## src/rtl/count_time_hms_pkg.sv

```systemverilog
// Shared digit widths, limits and BCD helpers for the HH:MM:SS counter.
// Hours are kept internally in 24-hour BCD; conversions happen only at load and display.
package time_pkg;

  localparam int U_SEC_W  = 4;
  localparam int Z_SEC_W  = 3;
  localparam int U_MIN_W  = 4;
  localparam int Z_MIN_W  = 3;
  localparam int U_HOUR_W = 4;
  localparam int Z_HOUR_W = 2;

  localparam int UNIT_MAX = 9;
  localparam int TENS_MAX = 5;
  localparam int HOUR_MAX = 23;

  function automatic logic [4:0] bcd_to_bin(input logic [1:0] z, input logic [3:0] u);
    return ({3'b000, z} * 5'd10) + {1'b0, u};
  endfunction

  // Returns {tens[1:0], units[3:0]}; input range 0-29.
  function automatic logic [5:0] bin_to_bcd(input logic [4:0] b);
    if (b >= 5'd20)      return {2'd2, 4'(b - 5'd20)};
    else if (b >= 5'd10) return {2'd1, 4'(b - 5'd10)};
    else                 return {2'd0, b[3:0]};
  endfunction

  function automatic logic bcd_valid_time(
    input logic       mode_12h,
    input logic [3:0] u_sec,
    input logic [2:0] z_sec,
    input logic [3:0] u_min,
    input logic [2:0] z_min,
    input logic [3:0] u_hour,
    input logic [1:0] z_hour
  );
    logic digits_ok;
    logic hour_ok;
    digits_ok = (u_sec <= 4'(UNIT_MAX)) && (z_sec <= 3'(TENS_MAX)) &&
                (u_min <= 4'(UNIT_MAX)) && (z_min <= 3'(TENS_MAX)) &&
                (u_hour <= 4'(UNIT_MAX));
    if (mode_12h)
      hour_ok = ((z_hour == 2'd0) && (u_hour != 4'd0)) ||
                ((z_hour == 2'd1) && (u_hour <= 4'd2));
    else
      hour_ok = bcd_to_bin(z_hour, u_hour) <= 5'(HOUR_MAX);
    return digits_ok && hour_ok;
  endfunction

  // 24-hour BCD -> {pm, z_hour, u_hour} in 12-hour display form.
  function automatic logic [6:0] to_12h(input logic [1:0] z_hour, input logic [3:0] u_hour);
    logic [4:0] b;
    b = bcd_to_bin(z_hour, u_hour);
    if (b == 5'd0)       return {1'b0, bin_to_bcd(5'd12)};
    else if (b < 5'd12)  return {1'b0, bin_to_bcd(b)};
    else if (b == 5'd12) return {1'b1, bin_to_bcd(5'd12)};
    else                 return {1'b1, bin_to_bcd(b - 5'd12)};
  endfunction

  // 12-hour BCD plus PM flag -> 24-hour {z_hour, u_hour}.
  function automatic logic [5:0] to_24h(input logic [1:0] z_hour, input logic [3:0] u_hour,
                                        input logic pm);
    logic [4:0] b;
    b = bcd_to_bin(z_hour, u_hour);
    if (b == 5'd12) return pm ? bin_to_bcd(5'd12) : 6'd0;
    else            return pm ? bin_to_bcd(b + 5'd12) : bin_to_bcd(b);
  endfunction

endpackage

```

## src/rtl/count_time_hms_digit_cnt.sv

```systemverilog
// One BCD digit counting 0..MAX; carry_out flags the wrap on an increment.
module time_digit_cnt #(
  parameter int MAX = 9,
  parameter int W   = 4
) (
  input  logic         clk,
  input  logic         rst,
  input  logic         inc,
  input  logic         load,
  input  logic [W-1:0] load_val,
  output logic [W-1:0] q,
  output logic         carry_out
);

  assign carry_out = inc && (q == W'(MAX));

  always_ff @(posedge clk) begin
    if (rst)
      q <= '0;
    else if (load)
      q <= load_val;
    else if (inc)
      q <= (q == W'(MAX)) ? '0 : q + W'(1);
  end

endmodule

```

## src/rtl/count_time_hms.sv

```systemverilog
// HH:MM:SS BCD time counter with 1 Hz prescaler, 12/24-hour display and validated load.
// State is always 24-hour; the 12-hour view is derived combinationally.
module count_time_hms
  import time_pkg::*;
#(
  parameter int TICK_DIV = 1
) (
  input  logic                clk,
  input  logic                rst,
  input  logic                en,
  input  logic                load,
  input  logic                mode_12h,
  input  logic [U_SEC_W-1:0]  u_sec_in,
  input  logic [Z_SEC_W-1:0]  z_sec_in,
  input  logic [U_MIN_W-1:0]  u_min_in,
  input  logic [Z_MIN_W-1:0]  z_min_in,
  input  logic [U_HOUR_W-1:0] u_hour_in,
  input  logic [Z_HOUR_W-1:0] z_hour_in,
  input  logic                pm_in,
  output logic [U_SEC_W-1:0]  u_sec_out,
  output logic [Z_SEC_W-1:0]  z_sec_out,
  output logic [U_MIN_W-1:0]  u_min_out,
  output logic [Z_MIN_W-1:0]  z_min_out,
  output logic [U_HOUR_W-1:0] u_hour_out,
  output logic [Z_HOUR_W-1:0] z_hour_out,
  output logic                pm_out,
  output logic                min_tick,
  output logic                day_wrap,
  output logic                load_err
);

  localparam int PW = (TICK_DIV <= 2) ? 1 : $clog2(TICK_DIV);
  localparam logic [PW-1:0] PRESC_LAST = PW'(TICK_DIV - 1);

  logic [PW-1:0]         presc;
  logic                  load_ok, tick, tick_eff;
  logic                  su_c, sz_c, mu_c, mz_c;
  logic [U_HOUR_W-1:0]   u_hh;
  logic [Z_HOUR_W-1:0]   z_hh;
  logic [5:0]            hour_ld;
  logic [6:0]            disp12;
  logic                  at_23;

  assign load_ok  = load && bcd_valid_time(mode_12h, u_sec_in, z_sec_in, u_min_in, z_min_in,
                                           u_hour_in, z_hour_in);
  assign tick     = en && (presc == PRESC_LAST);
  assign tick_eff = tick && !load_ok;
  assign hour_ld  = mode_12h ? to_24h(z_hour_in, u_hour_in, pm_in) : {z_hour_in, u_hour_in};
  assign at_23    = (z_hh == 2'd2) && (u_hh == 4'd3);

  always_ff @(posedge clk) begin
    if (rst)
      presc <= '0;
    else if (load_ok || tick)
      presc <= '0;
    else if (en)
      presc <= presc + PW'(1);
  end

  time_digit_cnt #(.MAX(UNIT_MAX), .W(U_SEC_W)) u_sec_cnt (
    .clk(clk), .rst(rst), .inc(tick_eff), .load(load_ok), .load_val(u_sec_in),
    .q(u_sec_out), .carry_out(su_c)
  );
  time_digit_cnt #(.MAX(TENS_MAX), .W(Z_SEC_W)) z_sec_cnt (
    .clk(clk), .rst(rst), .inc(su_c), .load(load_ok), .load_val(z_sec_in),
    .q(z_sec_out), .carry_out(sz_c)
  );
  time_digit_cnt #(.MAX(UNIT_MAX), .W(U_MIN_W)) u_min_cnt (
    .clk(clk), .rst(rst), .inc(sz_c), .load(load_ok), .load_val(u_min_in),
    .q(u_min_out), .carry_out(mu_c)
  );
  time_digit_cnt #(.MAX(TENS_MAX), .W(Z_MIN_W)) z_min_cnt (
    .clk(clk), .rst(rst), .inc(mu_c), .load(load_ok), .load_val(z_min_in),
    .q(z_min_out), .carry_out(mz_c)
  );

  // Hours wrap at 23 rather than at a digit boundary, so both digits are handled together.
  always_ff @(posedge clk) begin
    if (rst) begin
      z_hh <= '0;
      u_hh <= '0;
    end else if (load_ok) begin
      z_hh <= hour_ld[5:4];
      u_hh <= hour_ld[3:0];
    end else if (mz_c) begin
      if (at_23) begin
        z_hh <= '0;
        u_hh <= '0;
      end else if (u_hh == 4'(UNIT_MAX)) begin
        z_hh <= z_hh + 2'd1;
        u_hh <= '0;
      end else begin
        u_hh <= u_hh + 4'd1;
      end
    end
  end

  always_ff @(posedge clk) begin
    if (rst) begin
      min_tick <= 1'b0;
      day_wrap <= 1'b0;
      load_err <= 1'b0;
    end else begin
      min_tick <= sz_c;
      day_wrap <= mz_c && at_23;
      load_err <= load && !load_ok;
    end
  end

  assign disp12 = to_12h(z_hh, u_hh);

  always_comb begin
    pm_out     = 1'b0;
    z_hour_out = z_hh;
    u_hour_out = u_hh;
    if (mode_12h) begin
      pm_out     = disp12[6];
      z_hour_out = disp12[5:4];
      u_hour_out = disp12[3:0];
    end
  end

endmodule

```

## config.mk

```make
export PLATFORM = sky130hd
export DESIGN_NAME = count_time_hms
export DESIGN_NICKNAME = d
export VERILOG_FILES = /design/src/rtl/count_time_hms_pkg.sv /design/src/rtl/count_time_hms_digit_cnt.sv /design/src/rtl/count_time_hms.sv
export SDC_FILE = /design/constraint.sdc
export NUM_CORES = 1
export LEC_CHECK = 0
export CAP_MARGIN = 10
export CORE_MARGIN = 5
export CORE_UTILIZATION = 45
export CTS_CLUSTER_SIZE = 10
export DETAILED_ROUTE_END_ITERATION = 7
export PLACE_DENSITY = 0.74
export SETUP_SLACK_MARGIN = 0.3
export SYNTH_ARGS = -nofsm -noshare
export SYNTH_HDL_FRONTEND = slang
export SYNTH_SLANG_ARGS = --single-unit
```

## constraint.sdc

```tcl
create_clock -name clk -period 2.76 [get_ports clk]
set_input_delay 0.276 -clock clk [delete_from_list [all_inputs] [get_ports clk]]
set_output_delay 0.276 -clock clk [all_outputs]
set_load 0.1 [all_outputs]
```

# --- After elaboration in Yosys (flattened, before gate mapping) ---
# Index checks and enable logic that the tools add are counted.
totals:
  reg_bits: 24
  inputBits: 26
op_classes:
  add_sub_neg: 19
  mul: 2
  magnitude_cmp: 16
  eq_ne: 10
  n_mux: 39
  bitwise: 1
  n_reduce_logical: 31
op_table:
  columns: ["op", "count"]
  rows:
  - ["$mux 6", 8]
  - ["$mux 4", 11]
  - ["$mux 5", 5]
  - ["$ge 5x4->1 const B", 4]
  - ["$ge 5x5->1 const B", 4]
  - ["$mux 3", 6]
  - ["$logic_and 1x1->1", 17]
  - ["$sub 4x3->4 const B", 4]
  - ["$sub 4x4->4 const B", 4]
  - ["$mux 7", 2]
  - ["$add 4x1->4 const B", 3]
  - ["$eq 4x4->1 const B", 3]
  - ["$le 4x4->1 const B", 3]
  - ["$add 5x4->5", 2]
  - ["$eq 5x4->1 const B", 2]
  - ["$mux 2", 5]
  - ["$reduce_bool 2->1", 5]
  - ["$mul 2x3->4 const B", 2]
  - ["$add 3x1->3 const B", 2]
  - ["$eq 3x3->1 const B", 2]
  - ["$le 3x3->1 const B", 2]
  - ["$add 5x4->5 const B", 1]
  - ["$le 5x5->1 const B", 1]
  - ["$logic_not 5->1", 1]
  - ["other kinds (17)", 19]

# --- Longest topological paths before layout ---
# Gate-level depths: netlist (run 1).
logic_depth:
  ltp_word: 15
  ltp_mapped: 11
  mapped_depth_nobuf: 11

# --- Hierarchy ---
# A second synthesis (run 1) with hierarchy kept.
unflattened:
  hier_cells: 349
  hier_area_um2: 2766.4
modules_own_cells:
  columns: ["module", "n_inst", "cells_each", "area_each_um2", "seq_area_each_um2"]
  rows:
  - ["count_time_hms", 1, 261, 1933.1, 200.2]
  - ["time_digit_cnt at u_min_cnt ...", 2, 28, 245.2, 80.1]
  - ["time_digit_cnt at z_min_cnt ...", 2, 16, 171.4, 60.1]

# --- Worst setup path before layout (run 1) ---
# OpenSTA, ideal clock, no wires.
synth_path:
  path_type: "register to output"
  startpoint: "reg z_hh[0]"
  endpoint: "out u_hour_out[1]"
  arrival_time_ns: 4.704
  required_ns: 2.484
  slack_ns: -2.220
  stages_incl_launch_ff: 11
  path_cell_list: "dfxtp_1 -> ha_1 -> inv_1 -> fa_1 -> inv_1 -> ha_1 -> nand2b_1 -> a21oi_1 -> nor2_1 -> mux4_2 -> a211oi_1"
synth_between:
  elab_chain_len: 10
  elab_cells_between_ends: 22
synth_rtl:
  columns: ["item", "line_no", "text"]
  rows:
  - ["start, declared", "count_time_hms.sv:39", "logic [Z_HOUR_W-1:0] z_hh;"]
  - ["start signal, assigned", "count_time_hms.sv:83", "z_hh <= hour_ld[5:4];"]
  - ["start signal, assigned", "count_time_hms.sv:90", "z_hh <= z_hh + 2'd1;"]
  - ["$mul 2x3->4 *", "count_time_hms_pkg.sv:17", "return ({3'b000, z} * 5'd10) + {1'b0, u};"]
  - ["$add 5x4->5 *", "count_time_hms_pkg.sv:17", null]
  - ["$sub 5x4->5", "count_time_hms_pkg.sv:56", "else return {1'b1, bin_to_bcd(b - 5'd12)};"]
  - ["$sub 4x4->4 or $ge 5x4->1 (tied branches)", "count_time_hms_pkg.sv:23", "else if (b >= 5'd10) return {2'd1, 4'(b - 5'd10)};"]
  - ["$mux 5", "count_time_hms_pkg.sv:23", null]
  - ["$mux 6", "count_time_hms_pkg.sv:22", "if (b >= 5'd20) return {2'd2, 4'(b - 5'd20)};"]
  - ["$mux 6", "count_time_hms_pkg.sv:55", "else if (b == 5'd12) return {1'b1, bin_to_bcd(5'd12)};"]
  - ["$mux 7", "count_time_hms_pkg.sv:54", "else if (b < 5'd12) return {1'b0, bin_to_bcd(b)};"]
  - ["$mux 7 *", "count_time_hms_pkg.sv:53", "if (b == 5'd0) return {1'b0, bin_to_bcd(5'd12)};"]
  - ["$mux 4 *", "count_time_hms.sv:116", "if (mode_12h) begin"]
  - ["end, declared", "count_time_hms.sv:24", "output logic [U_HOUR_W-1:0] u_hour_out,"]
# Every way passes the cells marked *; elsewhere a longest branch is shown, timed or not.

# --- Worst setup path after layout (run 1) ---
layout_path:
  startpoint: "reg u_hh[1]"
  endpoint: "out u_hour_out[1]"
layout_between:
  elab_chain_len: 9
  elab_cells_between_ends: 21
layout_rtl:
  columns: ["item", "line_no", "text"]
  rows:
  - ["start, declared", "count_time_hms.sv:38", "logic [U_HOUR_W-1:0] u_hh;"]
  - ["start signal, assigned", "count_time_hms.sv:84", "u_hh <= hour_ld[3:0];"]
  - ["start signal, assigned", "count_time_hms.sv:93", "u_hh <= u_hh + 4'd1;"]
  - ["$add 5x4->5", "count_time_hms_pkg.sv:17", null]
  - ["$sub 5x4->5", "count_time_hms_pkg.sv:56", null]
  - ["$sub 4x4->4 or $ge 5x4->1 (tied branches)", "count_time_hms_pkg.sv:23", null]
  - ["$mux 5", "count_time_hms_pkg.sv:23", null]
  - ["$mux 6", "count_time_hms_pkg.sv:22", null]
  - ["$mux 6", "count_time_hms_pkg.sv:55", null]
  - ["$mux 7", "count_time_hms_pkg.sv:54", null]
  - ["$mux 7", "count_time_hms_pkg.sv:53", null]
  - ["$mux 4 *", "count_time_hms.sv:116", null]
# Marked as above.

==> summary.md, run 1 <==
| Metric | Value |
|---|---|
| Status | complete, but fails checks |
| Failing checks | negative setup slack |
| Slowest cell on the critical path | fa_2 |
| Drt drc | 0 |
| Port buffer count | 49 |
| Die H | 85.5 um |
| Cell Chain, Critical Path | ha_4 > inv_2 > fa_2 > inv_2 > ha_4 > nand2b_4 > a21o_1 > mux4_2 > nor4_4 > buf_4 > a211oi_4 > buf_12 |
| TritonCTS clock tree | built |
| First-pass GRT wire length | 13.4 mm |
| Die Outline Area | 0.00731 mm2 |
| Fin crit period | 3.33 ns |
| Initial antenna violation count | 0 |
| GPL Wtd Cong | 0.957 |
| Layout Nets | 485 |
| Max-Cap Viols | 0 |
| Vias in the first global route | 2,868 |
| Fraction of layout cells with a size suffix above 1 | 36.3% |
| Fraction of registers with async set/reset | 0% |
| Highest clock rate | 300 MHz |
| Startpoint Class | register |
| Grt total ovfl | 0 |
| Inserted Clock Buffers | 3 |
| Worst EP required | 2.48 ns |
| Worst slew pin tran | 0.573 ns |
| Root buffer cell | clkbuf_8 |
| Site Rows | 27 |
| Kind of critical path | reg -> out |
| HP Class | reg -> reg |
| TritonCTS sink count | 24 |
| Multi-input gate area in the final layout | 0.00228 mm2 |
| Final Hold Violating Endpoints | 0 |
| Peak VDD IR | 0.259 mV |
| CTS H-Tree Depth | 1 |
| Syn Std Cell Area | 0.00256 mm2 |
| Leakage | 1.71 nW |
| Setup ws final | -0.575 ns |
| # IOs | 50 |
| Cts hold-fix bufs | 0 |
| Final hold slack | 0.516 ns |
| FF+latch count, synth | 24 |
| Unique masters post-synth | 66 |
| Post-synth EDFFs | 0 |
| All-Layer GR Usage | 21.6% |
| Syn nets | 374 |
| Synth Instances | 323 |
| Inst Count DP | 492 |
| Max-slew violation count | 0 |
| Slew headroom | 61.7% |
| Avg Inst Size Synth | 7.94 um2 |
| Arrival @ worst endpoint | 3.06 ns |
| RSZ-0062 raised after global routing | yes |
| Final wirelength | 8.03 mm |
| Ranking of synthesized cells by area | dfxtp_1 19%, ha_1 11%, a211oi_1 5.3% |
| Vias after detailed routing | 2,955 |
| Post-synthesis sequential area ratio | 18.7% |
| Final non-filler cell total | 505 |
| TritonRoute pass-1 iters | 5 |
| Worst-Skew Late Latency | 0.27 ns |
| Worst-path clk slew | 0.09 ns |
| Crit path capture type | output pin |
| PwrDens | 369 mW/mm2 |
| Clk buf depth | 2 |
| Ys flop type | dfxtp_1 |
| WL per Instance | 15.9 um |
| # diodes | 0 |
| Synth top area share | 18.7% |
| Core area | 0.00551 mm2 |
| Final Skew | 0.00308 ns |
| Area grow syn2layout | 58.8% |
| Die width | 85.5 um |
| FF/Latch Area | 494 um2 |
| Critical-path maximum fanout | 4 |
| Fin util | 73.9% |
| Commonest non-fill, non-tap cells in the layout | 85 x buf_4, 29 x nor2_1, 20 x clkdlybuf4s50_1 |
| Crit share post-route | 121% |
| Syn. warnings | 0 |
| Initial Utilization | 46.6% |
| Internal reg-to-reg setup slack | 0.59 ns |
| 1st-iter DRT viols | 162 |
| Final setup vio count | 6 |
| Leading cell type in the layout, fill and taps excluded | buf_4 |
| Dpl hpwl | 6.16 mm |
| Routed vias/inst | 5.85 |
| Largest area contributor in the synthesized netlist | dfxtp_1 |
| Post-route ant nets | 0 |
| # fillers | 419 |
| Pin count of the biggest net entering global routing | 28 |
| CP max stage delay | 0.54 ns |
==> metal layers <==
metal | share of wire (%) | vias to the layer above | GRT usage (%)
li1 | - | 1438 | -
met1 | 43 | 1404 | 29.2
met2 | 51 | 99 | 37.4
met3 | 4.7 | 14 | 1.75
met4 | 1.3 | 0 | 4.60
met5 | 0 | - | 0
==> cells by family after synthesis <==
group                    synth area share, %
AO/OA/AOI/OAI                           29.9
multiplexers                            3.61
XOR/XNOR                                4.93
flip-flops                              18.7
buffers and inverters                   5.61
adder cells (fa/ha/maj)                 12.8
AND/OR/NAND/NOR                         24.5
==> cell usage after synthesis, types with 4 or more instances <==
cell      number
buf_2          4
a21o_1         5
nand2b_1       5
clkbuf_1       6
o21ai_0       16
dfxtp_1       24
nor2_1        29
o22ai_1        5
nor3_1        11
xor2_1         5
xnor2_1        5
o211ai_1       6
a211oi_1      18
ha_1          23
a311oi_1       6
nor2b_1        8
nand3_1        8
and3_1         5
nor4_1         4
nand2_1       18
mux2i_1        7
nor3b_1        4
inv_1         20
a21oi_1       18
==> timing repair <==
action | 4_1_cts | 5_1_grt
hold endpoints to repair | 0 | 0
setup buffers | 5 | 4
pin swaps | 11 | 14
resized for setup | 27 | 17
setup endpoints to repair | 29 | 19
==> sequential cells by signal, summed over array words and instances (netlist names) <==
register     cells
z_hh             2
load_err         1
day_wrap         1
z_sec_cnt.q      3
presc            1
min_tick         1
z_min_cnt.q      3
u_hh             4
u_sec_cnt.q      4
u_min_cnt.q      4
==> critical path: cells and delay by family, from the launching register on <==
kind                     cells  cell delay [ns]
AND/OR/NAND/NOR              2             0.30
multiplexers                 1             0.51
AO/OA/AOI/OAI                2             0.21
flip-flops                   1             0.37
buffers and inverters        4             0.45
adder cells (fa/ha/maj)      3             0.97
==> report_power, final <==
group	switching [mW]	leakage, nW	internal (mW)
clock network	0.115	0.0357	0.194
registers	0.0170	0.198	0.360
logic	0.455	1.47	0.360
==> per-stage QoR <==
| stage | total power, mW | setup TNS (ns) | cell area (um2) | setup slack [ns] |
|---|---|---|---|---|
| floorplan | 0.874 | -1.64 | 2800 | -0.762 |
| global placement | 1.13 | -4.68 | 3790 | -0.318 |
| detailed placement | 1.14 | -6.57 | 3790 | -0.371 |
| CTS | 1.47 | -1.93 | 3970 | -0.571 |
| global route | 1.58 | -2.64 | 4070 | -0.680 |
| finish | 1.50 | -1.98 | 4070 | -0.575 |
==> cell type report <==
class / count / share of cell area (%)
Sequential cell: 24 / 12.1
Multi-Input combinational cell: 266 / 56.0
Tap cell: 72 / 2.21
Clock buffer: 3 / 1.01
Inverter: 20 / 2.03
Clock inverter: 1 / 0.738
Timing Repair Buffer: 119 / 25.8
==> final timing paths <==
check	from	to	depth (start not counted)
worst min register to register	presc$_SDFFE_PP0P_	presc$_SDFFE_PP0P_	1
worst min-delay path	presc$_SDFFE_PP0P_	presc$_SDFFE_PP0P_	1
worst max-delay path	u_hh[1]$_SDFFE_PP0P_	u_hour_out[1]	12
worst max register to register	u_sec_cnt.q[3]$_SDFFE_PP0P_	z_hh[0]$_SDFFE_PP0P_	6
(Power assumes the default switching activity.)
==> run 2, diff against run 1 <==
Settings changed: CAP_MARGIN 10 to 40.
==> results of run 2 <==
Final layout, timing and power as in run 1 (identical DEF).
==> run 3, diff against run 2 <==
Settings changed: CAP_MARGIN 40 to 20, PLACE_DENSITY 0.74 to 0.71.
Clock period 2.76 ns to 4.1 ns, I/O delays scaled along.
==> run 3 against run 2 <==
Net effect:
- clock skew grew 0.0030 ns
- register-to-register slack gained 1.1 ns
- critical path type unchanged
- global-route usage shrank 2.3 points
- first-iteration DRC count shrank 8.6%
- total power shrank 44%
- hold slack lost 0.025 ns
- final cell count shrank 12%
- die area is the same
- the run now ends clean
==> summary.md, run 3 (synthesis gave the netlist of run 1 again) <==
| Metric | Value |
|---|---|
| Status | complete, no violations |
| Kind of critical path | reg -> out |
| RSZ-0062 raised after global routing | no |
| Site Rows | 27 (unchanged) |
| Arrival @ worst endpoint | 3.25 ns (+0.19 ns) |
| Core area | 0.00551 mm2 (unchanged) |
| Worst EP required | 3.69 ns (+1.21 ns) |
| Final hold slack | 0.491 ns (-0.0254 ns) |
| Worst-path clk slew | 0.08 ns (about the same) |
| Max-Cap Viols | 0 (unchanged) |
| FF/Latch Area | 490 um2 (-0.76%) |
| Port buffer count | 49 (unchanged) |
| Fin crit period | 3.66 ns |
| TritonCTS clock tree | built |
| Final Skew | 0.00612 ns (+0.00304 ns) |
| HP Class | reg -> reg |
| Initial Utilization | 46.6% (unchanged) |
| Drt drc | 0 (unchanged) |
| Area grow syn2layout | 30.0% |
| Critical-path maximum fanout | 9 (+5) |
| Dpl hpwl | 5.37 mm (-13%) |
| Final non-filler cell total | 445 (-12%) |
| Grt total ovfl | 0 (unchanged) |
| PwrDens | 252 mW/mm2 (-32%) |
| 1st-iter DRT viols | 148 (-8.6%) |
| Routed vias/inst | 6.08 (+3.9%) |
| GPL Wtd Cong | 0.944 (-1.4%) |
| Fraction of layout cells with a size suffix above 1 | 12.6% (-24 points) |
| Final Hold Violating Endpoints | 0 (unchanged) |
| Commonest non-fill, non-tap cells in the layout | 43 x clkdlybuf4s50_1, 29 x nor2_1, 22 x ha_1 |
| WL per Instance | 16.3 um (+2.4%) |
| Leakage | 1.30 nW (-24%) |
| Startpoint Class | register |
| Worst slew pin tran | 0.980 ns (+0.407 ns) |
| # diodes | 0 (unchanged) |
| Max-slew violation count | 0 (unchanged) |
| Die H | 85.5 um (unchanged) |
| # fillers | 482 (+15%) |
| Vias in the first global route | 2,506 (-13%) |
| All-Layer GR Usage | 19.2% (-2.3 points) |
| Crit share post-route | 89.2% |
| Final setup vio count | 0 (-6) |
| Worst-Skew Late Latency | 0.27 ns (about the same) |
| TritonCTS sink count | 24 (unchanged) |
| Leading cell type in the layout, fill and taps excluded | clkdlybuf4s50_1 |
| Crit path capture type | output pin |
| Root buffer cell | clkbuf_8 |
| Slew headroom | 34.5% (-27 points) |
| Die width | 85.5 um (unchanged) |
| Final wirelength | 7.25 mm (-9.8%) |
| Post-route ant nets | 0 (unchanged) |
| Initial antenna violation count | 0 (unchanged) |
| Inserted Clock Buffers | 3 (unchanged) |
| Clk buf depth | 2 (unchanged) |
| CTS H-Tree Depth | 1 (unchanged) |
| Fin util | 60.5% (-13 points) |
| TritonRoute pass-1 iters | 4 (-1) |
| # IOs | 50 (unchanged) |
| Die Outline Area | 0.00731 mm2 (unchanged) |
| Largest regs | u_hh: 4 flops, u_min_cnt.q: 4 flops, u_sec_cnt.q: 4 flops |
| Peak VDD IR | 0.169 mV (-35%) |
| First-pass GRT wire length | 11.9 mm (-11%) |
| Multi-input gate area in the final layout | 0.00202 mm2 (-11%) |
| Vias after detailed routing | 2,706 (-8.4%) |
| Power Total | 0.840 mW (-44%) |
| Layout Nets | 425 (-12%) |
| Inst Count DP | 439 (-11%) |
| Highest clock rate | 273 MHz |
| Pin count of the biggest net entering global routing | 26 (-7.1%) |
-- run 3: cell count changes in the layout (fill, tap and decap cells not counted), sizes merged --
cell	change
buf	-80
clkdlybuf4s50	+23
bufinv	-1
clkdlybuf4s15	-1
dlygate4sd2	-1
-- run 3: critical path: stages, from the launching register on --
cell and delay [ns]:
dfxtp_4 0.40, ha_1 0.17, inv_1 0.06, fa_2 0.56, inv_2 0.08, ha_4 0.28, nand2b_1 0.08, a21oi_2 0.16
nor2_1 0.07, mux4_2 0.55, nor4_4 0.31, a211oi_4 0.07, buf_12 0.19
-- run 3: through the flow --
step	setup TNS, ns	instance area [um2]	worst slack (ns)
final	0	3330	0.442
after CTS	0	3280	0.366
after global routing	0	3330	0.305
after detailed placement	0	3190	0.306
after floorplan	-0.131	2580	-0.131
after global placement	0	3190	0.342
-- run 3: repair_timing --
action                                  in CTS  in global routing
buffers inserted                             1                  1
gates resized for setup                      6                 10
endpoints found under the setup margin       4                  4
pin swaps                                    1                  1
hold buffers                                 0                  0
-- run 3: final timing paths --
check                              start                   end  slack, ns  cells past startpoint
max                 z_hh[0]$_SDFFE_PP0P_         u_hour_out[1]       0.44                     12
min                   presc$_SDFFE_PP0P_    presc$_SDFFE_PP0P_       0.49                      1
max reg2reg  u_sec_cnt.q[3]$_SDFFE_PP0P_  z_hh[0]$_SDFFE_PP0P_       1.66                      6
min reg2reg           presc$_SDFFE_PP0P_    presc$_SDFFE_PP0P_       0.49                      1
-- run 3: area by class of cell --
cell class | count | share of cell area [%]
clock buffer | 4 | 1.65
inverter | 20 | 2.25
multi-input combinational | 266 | 60.7
sequential | 24 | 14.7
tap | 72 | 2.70
timing repair buffer | 59 | 18.0
-- run 3: layer usage --
metal / wire length (um) / GRT usage [%] / share of wire, %
met1: 3260 / 26.8 / 45
met2: 3430 / 31.1 / 47
met3: 430 / 2.33 / 5.9
met4: 130 / 5.32 / 1.8
met5: 0 / 0 / 0
-- run 3: power by group --
part | total (mW) | internal (mW) | switching (mW) | leakage, nW
sequential | 0.255 | 0.242 | 0.0132 | 0.197
clock | 0.165 | 0.0859 | 0.0787 | 0.0288
combinational | 0.421 | 0.161 | 0.260 | 1.08
